==> src/rtl/scan_addr_pkg.sv <==
`default_nettype none
// ============================================================================
//  Module   : scan_addr_pkg
//  Purpose  : Shared definitions for the scan address generator: the
//             controller state encoding and the default parameter widths.
//  Revision : 1.0 - initial release
// ============================================================================
package scan_addr_pkg;

    localparam int c_default_addr_w  = 5;
    localparam int c_default_dwell_w = 16;
    localparam int c_default_wrap_w  = 8;

    // Encoding is fixed; the unused code 2'd3 is treated as illegal and
    // recovers to ST_IDLE.
    typedef enum logic [1:0] {
        ST_IDLE = 2'd0,
        ST_SCAN = 2'd1,
        ST_DONE = 2'd2
    } scan_state_e;

endpackage : scan_addr_pkg
`default_nettype wire

==> src/rtl/scan_next_unmasked.sv <==
`default_nettype none
// ============================================================================
//  Module   : scan_next_unmasked
//  Purpose  : Combinational search for the lowest set bit of i_bits whose
//             index is at or above i_from. Used with the inverted skip mask
//             so a set bit means "address may be presented".
//  Ports    : i_bits  [2^ADDR_W-1:0]  candidate vector (1 = eligible)
//             i_from  [ADDR_W:0]      lowest index to consider; one bit wider
//                                     than an address so "past the top"
//                                     (2^ADDR_W) is representable
//             o_idx   [ADDR_W-1:0]    index found (0 when none)
//             o_found                 an eligible bit exists at/above i_from
//  Revision : 1.0 - initial release
// ============================================================================
module scan_next_unmasked #(
    parameter int ADDR_W = 5
) (
    input  logic [(1<<ADDR_W)-1:0] i_bits,
    input  logic [ADDR_W:0]        i_from,
    output logic [ADDR_W-1:0]      o_idx,
    output logic                   o_found
);

    // Scan downward so the lowest qualifying index is the last one written.
    always_comb begin
        o_idx   = '0;
        o_found = 1'b0;
        for (int i = (1 << ADDR_W) - 1; i >= 0; i--) begin
            if (i_bits[i] && (i >= int'(i_from))) begin
                o_idx   = ADDR_W'(i);
                o_found = 1'b1;
            end
        end
    end

endmodule : scan_next_unmasked
`default_nettype wire

==> src/rtl/scan_addr_gen.sv <==
`default_nettype none
// ============================================================================
//  Module   : scan_addr_gen
//  Purpose  : Sequential address sweeper feeding an N-to-2^N decoder select.
//             Steps addr_out from the first to the last address, holding each
//             for a programmable dwell, with a valid/ready handshake. Supports
//             single-sweep and continuous-wrap modes.
//  Ports    : clk, rst          clock, synchronous active-high reset
//             start, stop       sweep request (IDLE only) / abort (SCAN)
//             cont, dwell       mode and per-address dwell, sampled with start
//             ready             consumer accepts the current address
//             addr_out          current address
//             addr_valid, busy  high while sweeping
//             done              one-cycle pulse at the end of a single sweep
//             wrap_cnt          saturating count of completed wraps
//             skip_mask         (optional) 1 = address is never presented
//  Options  : define SCAN_ADDR_GEN_SKIP_MASK_EN to add skip_mask
//  Revision : 1.0 - initial release
// ============================================================================
module scan_addr_gen
    import scan_addr_pkg::*;
#(
    parameter int ADDR_W  = c_default_addr_w,
    parameter int DWELL_W = c_default_dwell_w,
    parameter int WRAP_W  = c_default_wrap_w
) (
    input  logic                   clk,
    input  logic                   rst,
    input  logic                   start,
    input  logic                   stop,
    input  logic                   cont,
    input  logic [DWELL_W-1:0]     dwell,
    input  logic                   ready,
`ifdef SCAN_ADDR_GEN_SKIP_MASK_EN
    input  logic [(1<<ADDR_W)-1:0] skip_mask,
`endif
    output logic [ADDR_W-1:0]      addr_out,
    output logic                   addr_valid,
    output logic                   busy,
    output logic                   done,
    output logic [WRAP_W-1:0]      wrap_cnt
);

    scan_state_e          r_state;
    logic [ADDR_W-1:0]    r_addr;
    logic                 r_valid;
    logic                 r_busy;
    logic                 r_done;
    logic [WRAP_W-1:0]    r_wrap;
    logic [DWELL_W-1:0]   r_dwell_cnt;
    logic [DWELL_W-1:0]   r_dwell;
    logic                 r_cont;

    // First address of a sweep and the address following r_addr.
    // *_found low means "no such address" (all masked / end of sweep).
    logic [ADDR_W-1:0]    w_first_addr;
    logic                 w_first_found;
    logic [ADDR_W-1:0]    w_next_addr;
    logic                 w_next_found;
    logic                 w_launch;

    assign w_launch = (r_state == ST_IDLE) && start && !stop;

`ifdef SCAN_ADDR_GEN_SKIP_MASK_EN
    logic [(1<<ADDR_W)-1:0] r_skip_mask;
    logic [(1<<ADDR_W)-1:0] w_first_src;

    always_ff @(posedge clk) begin
        if (rst) begin
            r_skip_mask <= '0;
        end else if (w_launch) begin
            r_skip_mask <= skip_mask;
        end
    end

    // In IDLE the first address comes from the live port (it is being
    // latched this edge); once sweeping, wraps use the latched copy.
    assign w_first_src = (r_state == ST_IDLE) ? ~skip_mask : ~r_skip_mask;

    scan_next_unmasked #(
        .ADDR_W (ADDR_W)
    ) u_first (
        .i_bits  (w_first_src),
        .i_from  ('0),
        .o_idx   (w_first_addr),
        .o_found (w_first_found)
    );

    scan_next_unmasked #(
        .ADDR_W (ADDR_W)
    ) u_next (
        .i_bits  (~r_skip_mask),
        .i_from  ({1'b0, r_addr} + (ADDR_W+1)'(1)),
        .o_idx   (w_next_addr),
        .o_found (w_next_found)
    );
`else
    assign w_first_addr  = '0;
    assign w_first_found = 1'b1;
    assign w_next_addr   = r_addr + ADDR_W'(1);
    assign w_next_found  = ~&r_addr;
`endif

    always_ff @(posedge clk) begin
        if (rst) begin
            r_state     <= ST_IDLE;
            r_addr      <= '0;
            r_valid     <= 1'b0;
            r_busy      <= 1'b0;
            r_done      <= 1'b0;
            r_wrap      <= '0;
            r_dwell_cnt <= '0;
            r_dwell     <= '0;
            r_cont      <= 1'b0;
        end else begin
            r_done <= 1'b0;
            case (r_state)
                ST_IDLE: begin
                    if (w_launch) begin
                        r_cont <= cont;
                        r_dwell <= dwell;
                        r_wrap <= '0;
                        if (w_first_found) begin
                            r_state     <= ST_SCAN;
                            r_addr      <= w_first_addr;
                            r_dwell_cnt <= dwell;
                            r_valid     <= 1'b1;
                            r_busy      <= 1'b1;
                        end else begin
                            // Nothing to present: finish immediately.
                            r_state <= ST_DONE;
                            r_done  <= 1'b1;
                        end
                    end
                end

                ST_SCAN: begin
                    if (stop) begin
                        // Abort wins over any advance; address holds.
                        r_state <= ST_IDLE;
                        r_valid <= 1'b0;
                        r_busy  <= 1'b0;
                    end else if (r_dwell_cnt != '0) begin
                        // Dwell runs down independent of ready.
                        r_dwell_cnt <= r_dwell_cnt - DWELL_W'(1);
                    end else if (ready) begin
                        if (w_next_found) begin
                            r_addr      <= w_next_addr;
                            r_dwell_cnt <= r_dwell;
                        end else if (r_cont) begin
                            r_addr      <= w_first_addr;
                            r_dwell_cnt <= r_dwell;
                            if (r_wrap != '1) begin
                                r_wrap <= r_wrap + WRAP_W'(1);
                            end
                        end else begin
                            r_state <= ST_DONE;
                            r_done  <= 1'b1;
                            r_valid <= 1'b0;
                            r_busy  <= 1'b0;
                        end
                    end
                end

                ST_DONE: begin
                    r_state <= ST_IDLE;
                end

                default: begin
                    r_state <= ST_IDLE;
                    r_valid <= 1'b0;
                    r_busy  <= 1'b0;
                end
            endcase
        end
    end

    assign addr_out   = r_addr;
    assign addr_valid = r_valid;
    assign busy       = r_busy;
    assign done       = r_done;
    assign wrap_cnt   = r_wrap;

endmodule : scan_addr_gen
`default_nettype wire

==> config.mk <==
export PLATFORM = sky130hd
export DESIGN_NAME = scan_addr_gen
export DESIGN_NICKNAME = d
export VERILOG_FILES = /design/src/rtl/scan_addr_pkg.sv /design/src/rtl/scan_next_unmasked.sv /design/src/rtl/scan_addr_gen.sv
export SDC_FILE = /design/constraint.sdc
export NUM_CORES = 1
export LEC_CHECK = 0
export ABC_AREA = 1
export BUFFER_PORTS_ARGS = -buffer_cell sky130_fd_sc_hd__buf_2
export CORE_UTILIZATION = 58
export DETAILED_ROUTE_END_ITERATION = 8
export PLACE_DENSITY_LB_ADDON = 0.12
export SLEW_MARGIN = 20
export SYNTH_ARGS = -nofsm -noshare
export SYNTH_HDL_FRONTEND = slang
export SYNTH_HIERARCHICAL = 1
export SYNTH_SLANG_ARGS = --single-unit
==> constraint.sdc <==
create_clock -name clk -period 2.1 [get_ports clk]
set_input_delay 0.42 -clock clk [delete_from_list [all_inputs] [get_ports clk]]
set_output_delay 0.42 -clock clk [all_outputs]
set_load 0.01 [all_outputs]
==> results of run 1 <==
-- kinds of logic after synthesis --
family                     after synthesis
buffers and inverters                   82
AOI/OAI and AO/OA                      109
and+or+nand+nor                        229
DFF                                     50
xor gates and xnor gates                 5
adders and majority gates                5
-- path summary, 6_finish.rpt --
check	from	to	slack, ns	cells after the start
max reg2reg	addr_out[0]$_SDFFE_PP0P_	wrap_cnt[3]$_SDFFE_PP0P_	0.22	12
min reg2reg	r_dwell[2]$_SDFFE_PP0P_	r_dwell[2]$_SDFFE_PP0P_	0.46	2
max	addr_out[0]$_SDFFE_PP0P_	wrap_cnt[3]$_SDFFE_PP0P_	0.22	12
min	dwell[1]	r_dwell[1]$_SDFFE_PP0P_	0.36	3
-- cell type report --
type,instances,area [µm²],area share (%)
inverters,64,244,7.18
clock inverters,2,37.5,1.10
multi-input cells,348,1680,49.3
flip-flops and latches,50,1000,29.5
clock buffers,6,72.6,2.14
well taps,67,83.8,2.47
repair buffers,50,283,8.32
-- registers in the layout, summed over array words and instances, names as in the netlist --
name / count
r_dwell: 16
addr_out: 5
r_state: 2
wrap_cnt: 8
r_cont: 1
done: 1
busy: 1
r_dwell_cnt: 16
-- per-layer routing --
metal  wire length, µm  vias up  part of all wire, %
met5                 0        -                    0
met4                63        0                 0.86
met3               535        7                  7.3
met2              3040      122                   41
met1              3730     1380                   51
li1                  -     1630                    -
-- synth_stat cells, types with 2 or more instances --
master    number  area share (%)
xor2_1         2            0.58
nand2_4        3             1.1
o21ai_0       38             6.3
nor2_2         3            0.63
clkbuf_1      11             1.4
nor2_1        66             8.3
inv_1         61             7.6
o21bai_1       2            0.50
o21ai_1       17             2.8
nand2_1      112              14
buf_2          3            0.50
a21oi_1       45             7.5
ha_1           5             2.1
buf_4          2            0.50
a22oi_1        5             1.3
inv_2          2            0.25
xnor2_1        3            0.88
buf_6          2            0.75
nor2_4         2            0.75
nand4_1       11             2.3
nand2_2        2            0.42
nor4_1         2            0.42
nand3_1       25             4.2
dfxtp_1       50              33
-- through the flow --
stage	hold WS [ns]	worst slack, ns	std cells	util, %	total power [µW]
after global routing	0.375	0.00362	587	70.1	2730
after CTS	0.352	0.171	587	69.8	2560
after detailed placement	0.449	0.168	579	67.6	1880
after floorplan	0.430	0.293	480	-	1680
after global placement	0.442	0.238	579	67.6	1870
final	0.357	0.223	587	70.1	2570
-- critical path, cell delays in order, from the launching register on --
cell and delay, ns:
dfxtp_1 0.40, ha_1 0.19, nand2_1 0.07, nor2_1 0.09
ha_1 0.17, buf_4 0.13, inv_1 0.04, nand2_1 0.07
nand2_1 0.06, inv_1 0.04, nand4_1 0.29, nand2_1 0.16
a21oi_1 0.07
-- report_power, final --
group / switching (µW) / internal (µW)
sequential: 75.4 / 1030
clock: 327 / 356
combinational: 511 / 267
total: 914 / 1650
-- repair_timing --
action | CTS | global route
gates resized for setup | 0 | 2
hold buffers | 0 | 0
setup endpoints to repair | 0 | 7
==> impl_results.md, run 1 <==
- Skew final: 0.00832 ns
- Yosys warns: 6
- EDFF count, synth: 0
- Cell area after synthesis: 3000 µm²
- Post-synth ARST share: 0%
- Router iterations before antenna repair: 6
- Detailed Place HPWL: 5.45 mm
- Gr busiest metal: met1
- DRC Markers: 0
- Commonest non-fill, non-tap cell in the layout: nand2_1
- Sink Count: 50
- Post-Synthesis Cells: 480
- Worst vdd ir: 555 µV
- RSZ-0062 raised after global routing: false
- Status: completed
- DR vias/cell: 5.35
- Hold Path Class: in -> reg
- Clock slew at reported path FFs: 0.09 ns
- WP data arrival: 2.08 ns
- Wire length per cell: 12.5 µm
- Core box area: 4850 µm²
- Die Wd: 74.0 µm
- Routed vias: 3139
- Final TNS setup: 0 ns
- Net count, final: 546
- Largest net degree at the start of global routing: 29
- Die H: 74.0 µm
- Worst-skew pair later-pin latency: 0.31 ns
- CP endpoint kind: flop
- CP Max Fanout: 8
- Top_reg_cell synth: dfxtp_1
- Relative slew slack: 68.9%
- WS Path Type: reg -> reg
- #FFs+latches synth: 50
- Buffers on Ports: 37
- Largest family of logic cells by synthesized area: simple AND/OR/NAND/NOR gates
- Hold Fails Final Rpt: 0
- Detailed-route wire length: 7.36 mm
- Syn_nets: 507
- Gr usage total: 29.1%
- Sequential element share of the synthesized area: 33.3%
- Max Slew Vio Count: 0
- Diodes inserted: 0
- Fillcell total: 417
- CTS H-tree depth: 2
- Post-synthesis mux area share: 0%
- Die ar.: 5470 µm²
- CTS buffer count: 5
- Final Cell Area: 3400 µm²
- Synth Area in Compound Gates: 19.2%
- Share of cells above drive strength 1: 13.8%
- Pwr dens: 755 nW/µm²
- CTS tree: built
- Synth Area per Inst: 6.26 µm²
- DRT iter0 DRCs: 225
- First-pass GRT wire length: 12.3 mm
- LEAKAGE: 0.00166 µW
- Area share of fa/ha/maj cells after synthesis: 2.08%
- Remaining global-route overflow: 0
- Met3 Use GR: 4.20%
- CTS Buffer Depth: 2
- Fin crit period: 1.88 ns
- Row count: 25
- Global placement routability congestion: 0.926
- IO Count: 38
- Tcrit/Tclk final: 89.4%
- Max-cap violation count: 0
- Placed cell area: 3280 µm²
- Worst EP required: 2.30 ns
- Clock root cell: clkbuf_8
- Antenna violations before repair: 0
- Global routing met2 resource utilization: 42.6%
- Area delta synth->final: 13.2%
- Xor/xnor cell area share of the yosys netlist: 1.46%
- Met1 Usage GRT: 45.1%
- Simple-gate share of the synthesized area: 32.8%
- Fmax: 0.533 GHz
- Final setup viols: 0
- Post-CTS Setup Bufs: 0
- Synth cell types: 30
- Worst slew pin tran: 0.465 ns
- Vias in the first global route: 2639
- Post-route antenna net violation count: 0
- Initial Utilization: 61.9%
- Most frequent cells in the layout: nand2_1 (112), nor2_1 (66), inv_1 (61), dfxtp_1 (50), a21oi_1 (45)
- Crit start category: flop
(Power assumes the default switching activity.)
==> run 2: changes to the inputs <==
- CORE_ASPECT_RATIO: default -> 2
==> impl_results.md, run 2 (synthesized netlist as in run 1, its figures left out) <==
- First-pass GRT wire length: 13.4 mm
- Final worst setup slack: 0.226 ns
- Placed cell area: 3270 µm²
- Buffers on Ports: 37
- Worst vdd ir: 803 µV
- Status: completed
- Worst EP required: 2.35 ns
- DR vias/cell: 5.44
- R2R Path End: r_dwell_cnt[14]$_SDFFE_PP0P_
- Tcrit/Tclk final: 89.2%
- Worst hold start: dwell[1]
- WP buf/inv: 2
- Most frequent cells in the layout: nand2_1 (112), nor2_1 (66), inv_1 (61), dfxtp_1 (50), a21oi_1 (45)
- Clock root cell: clkbuf_8
- Met2 WL: 4.31 mm
- Final TNS setup: 0 ns
- Routed vias: 3138
- Crit path largest cell delay: 0.36 ns
- Die H: 104 µm
- Worst slew pin tran: 0.531 ns
- Detailed-route wire length: 7.82 mm
- Die Wd: 52.9 µm
- LEAKAGE: 0.00166 µW
- Critical Path Start: r_dwell_cnt[0]$_SDFFE_PP0P_
- Skew final: 0.0121 ns
- Place WS: 0.139 ns
- CP Max Fanout: 23
- Max Slew Vio Count: 0
- Worst hold endpoint: r_dwell[1]$_SDFFE_PP0P_
- CP max stage cell: dfxtp_1
- CTS Hold Bufs: 0
- WP data arrival: 2.12 ns
- WS Path Type: reg -> reg
- Wire length per cell: 13.5 µm
- Worst-skew pair later-pin latency: 0.32 ns
- Die ar.: 5490 µm²
- R2R depth: 10
- Largest net degree at the start of global routing: 29
- Diodes inserted: 0
- DRT iter0 DRCs: 66
- Fmax: 0.534 GHz
- Delay-heaviest family, CP: simple AND/OR/NAND/NOR gates
- Antenna violations before repair: 0
- CTS tree: built
- Share of cells above drive strength 1: 13.8%
- Reg2Reg Setup Slack: 0.23 ns
- Final Cell Area: 3400 µm²
- Global placement routability congestion: 1.01
- CP endpoint kind: flop
- Detailed Place HPWL: 5.97 mm
- Hold depth: 3
- Pwr dens: 760 nW/µm²
- Clock slew at reported path FFs: 0.09 ns
- Gr usage total: 32.4%
- Router iterations before antenna repair: 4
- Row count: 36
- Initial Utilization: 61.2%
- Fin crit period: 1.87 ns
- DRC Markers: 0
- Vias in the first global route: 3100
- Launch point of the worst reg-to-reg path: r_dwell_cnt[0]$_SDFFE_PP0P_
- CTS H-tree depth: 2
- Net count, final: 546
- IO Count: 38
- CTS buffer count: 5
- Commonest non-fill, non-tap cell in the layout: nand2_1
- Max-cap violation count: 0
- WL met3: 300 µm
- Hold Fails Final Rpt: 0
- Max layer used: met4
- Met1 WL: 2.76 mm
- CTS Buffer Depth: 2
- Sink Count: 50
- RSZ-0062 raised after global routing: false
- Relative slew slack: 64.5%
- Hold WS: 0.346 ns
- Core box area: 4910 µm²
- Hold Path Class: in -> reg
- Crit start category: flop
- Final setup viols: 0
- Post-route antenna net violation count: 0
- Remaining global-route overflow: 0
- Area delta synth->final: 13.2%
- Worst path cell trace: inv_1 -> ha_1 -> nand2_1 -> nor2_2 -> nand2_4 -> nand2_2 -> nand2_8 -> clkinvlp_4 -> nor2_1 -> a21oi_1
==> run 2: cell counts in the layout (fill, tap and decap cells not counted) <==
Identical to the previous run, type by type.
==> run 2: worst max path at each step <==
stage,end,slack (ns),cells past startpoint
6_report,r_dwell_cnt[14]$_SDFFE_PP0P_,0.23,10
3_5_place_dp,r_dwell_cnt[12]$_SDFFE_PP0P_,0.14,12
3_3_place_gp,wrap_cnt[1]$_SDFFE_PP0P_,0.20,12
5_1_grt,r_dwell_cnt[13]$_SDFFE_PP0P_,0.02,10
2_1_floorplan,r_dwell_cnt[5]$_SDFFE_PP0P_,0.29,12
4_1_cts,r_dwell_cnt[12]$_SDFFE_PP0P_,0.12,12
==> run 2: area by class of cell <==
class	instances	area [µm²]
clock buffer	6	72.6
clock inverter	2	37.5
fill	488	1510
inverter	64	244
multi-input combinational	348	1680
sequential	50	1000
tap	57	71.3
timing repair buffer	50	295
==> run 2: power breakdown <==
part	total (µW)	internal, µW	switching [µW]	leakage (µW)
logic	769	268	500	0.00120
clock network	704	356	348	0.0000514
registers	1110	1030	77.3	0.000411
total	2580	1660	925	0.00166
==> run 2: worst reg2reg max path, stage by stage (launching register included) <==
cell,delay (ns)
dfxtp_1,0.36
inv_1,0.11
ha_1,0.22
nand2_1,0.08
nor2_2,0.24
nand2_4,0.14
nand2_2,0.20
nand2_8,0.15
clkinvlp_4,0.14
nor2_1,0.04
a21oi_1,0.13
==> run 2: what timing repair did <==
| item | in CTS | in global routing |
|---|---|---|
| setup endpoints to repair | 0 | 13 |
| resized for setup | 0 | 2 |
| setup buffers | 0 | 1 |
==> run 2: metal layers <==
metal | vias up | track usage, %
li1 | 1618 | -
met1 | 1400 | 31.1
met2 | 85 | 58.8
met3 | 35 | 4.99
met4 | 0 | 20.9
met5 | - | 0
==> run 2: metrics by stage <==
step	utilization (%)	total power, µW	instances
detailed placement	66.6	1880	568
floorplan	-	1680	480
finish	69.2	2580	577
global placement	66.6	1870	568
global route	69.2	2750	577
CTS	68.8	2570	576
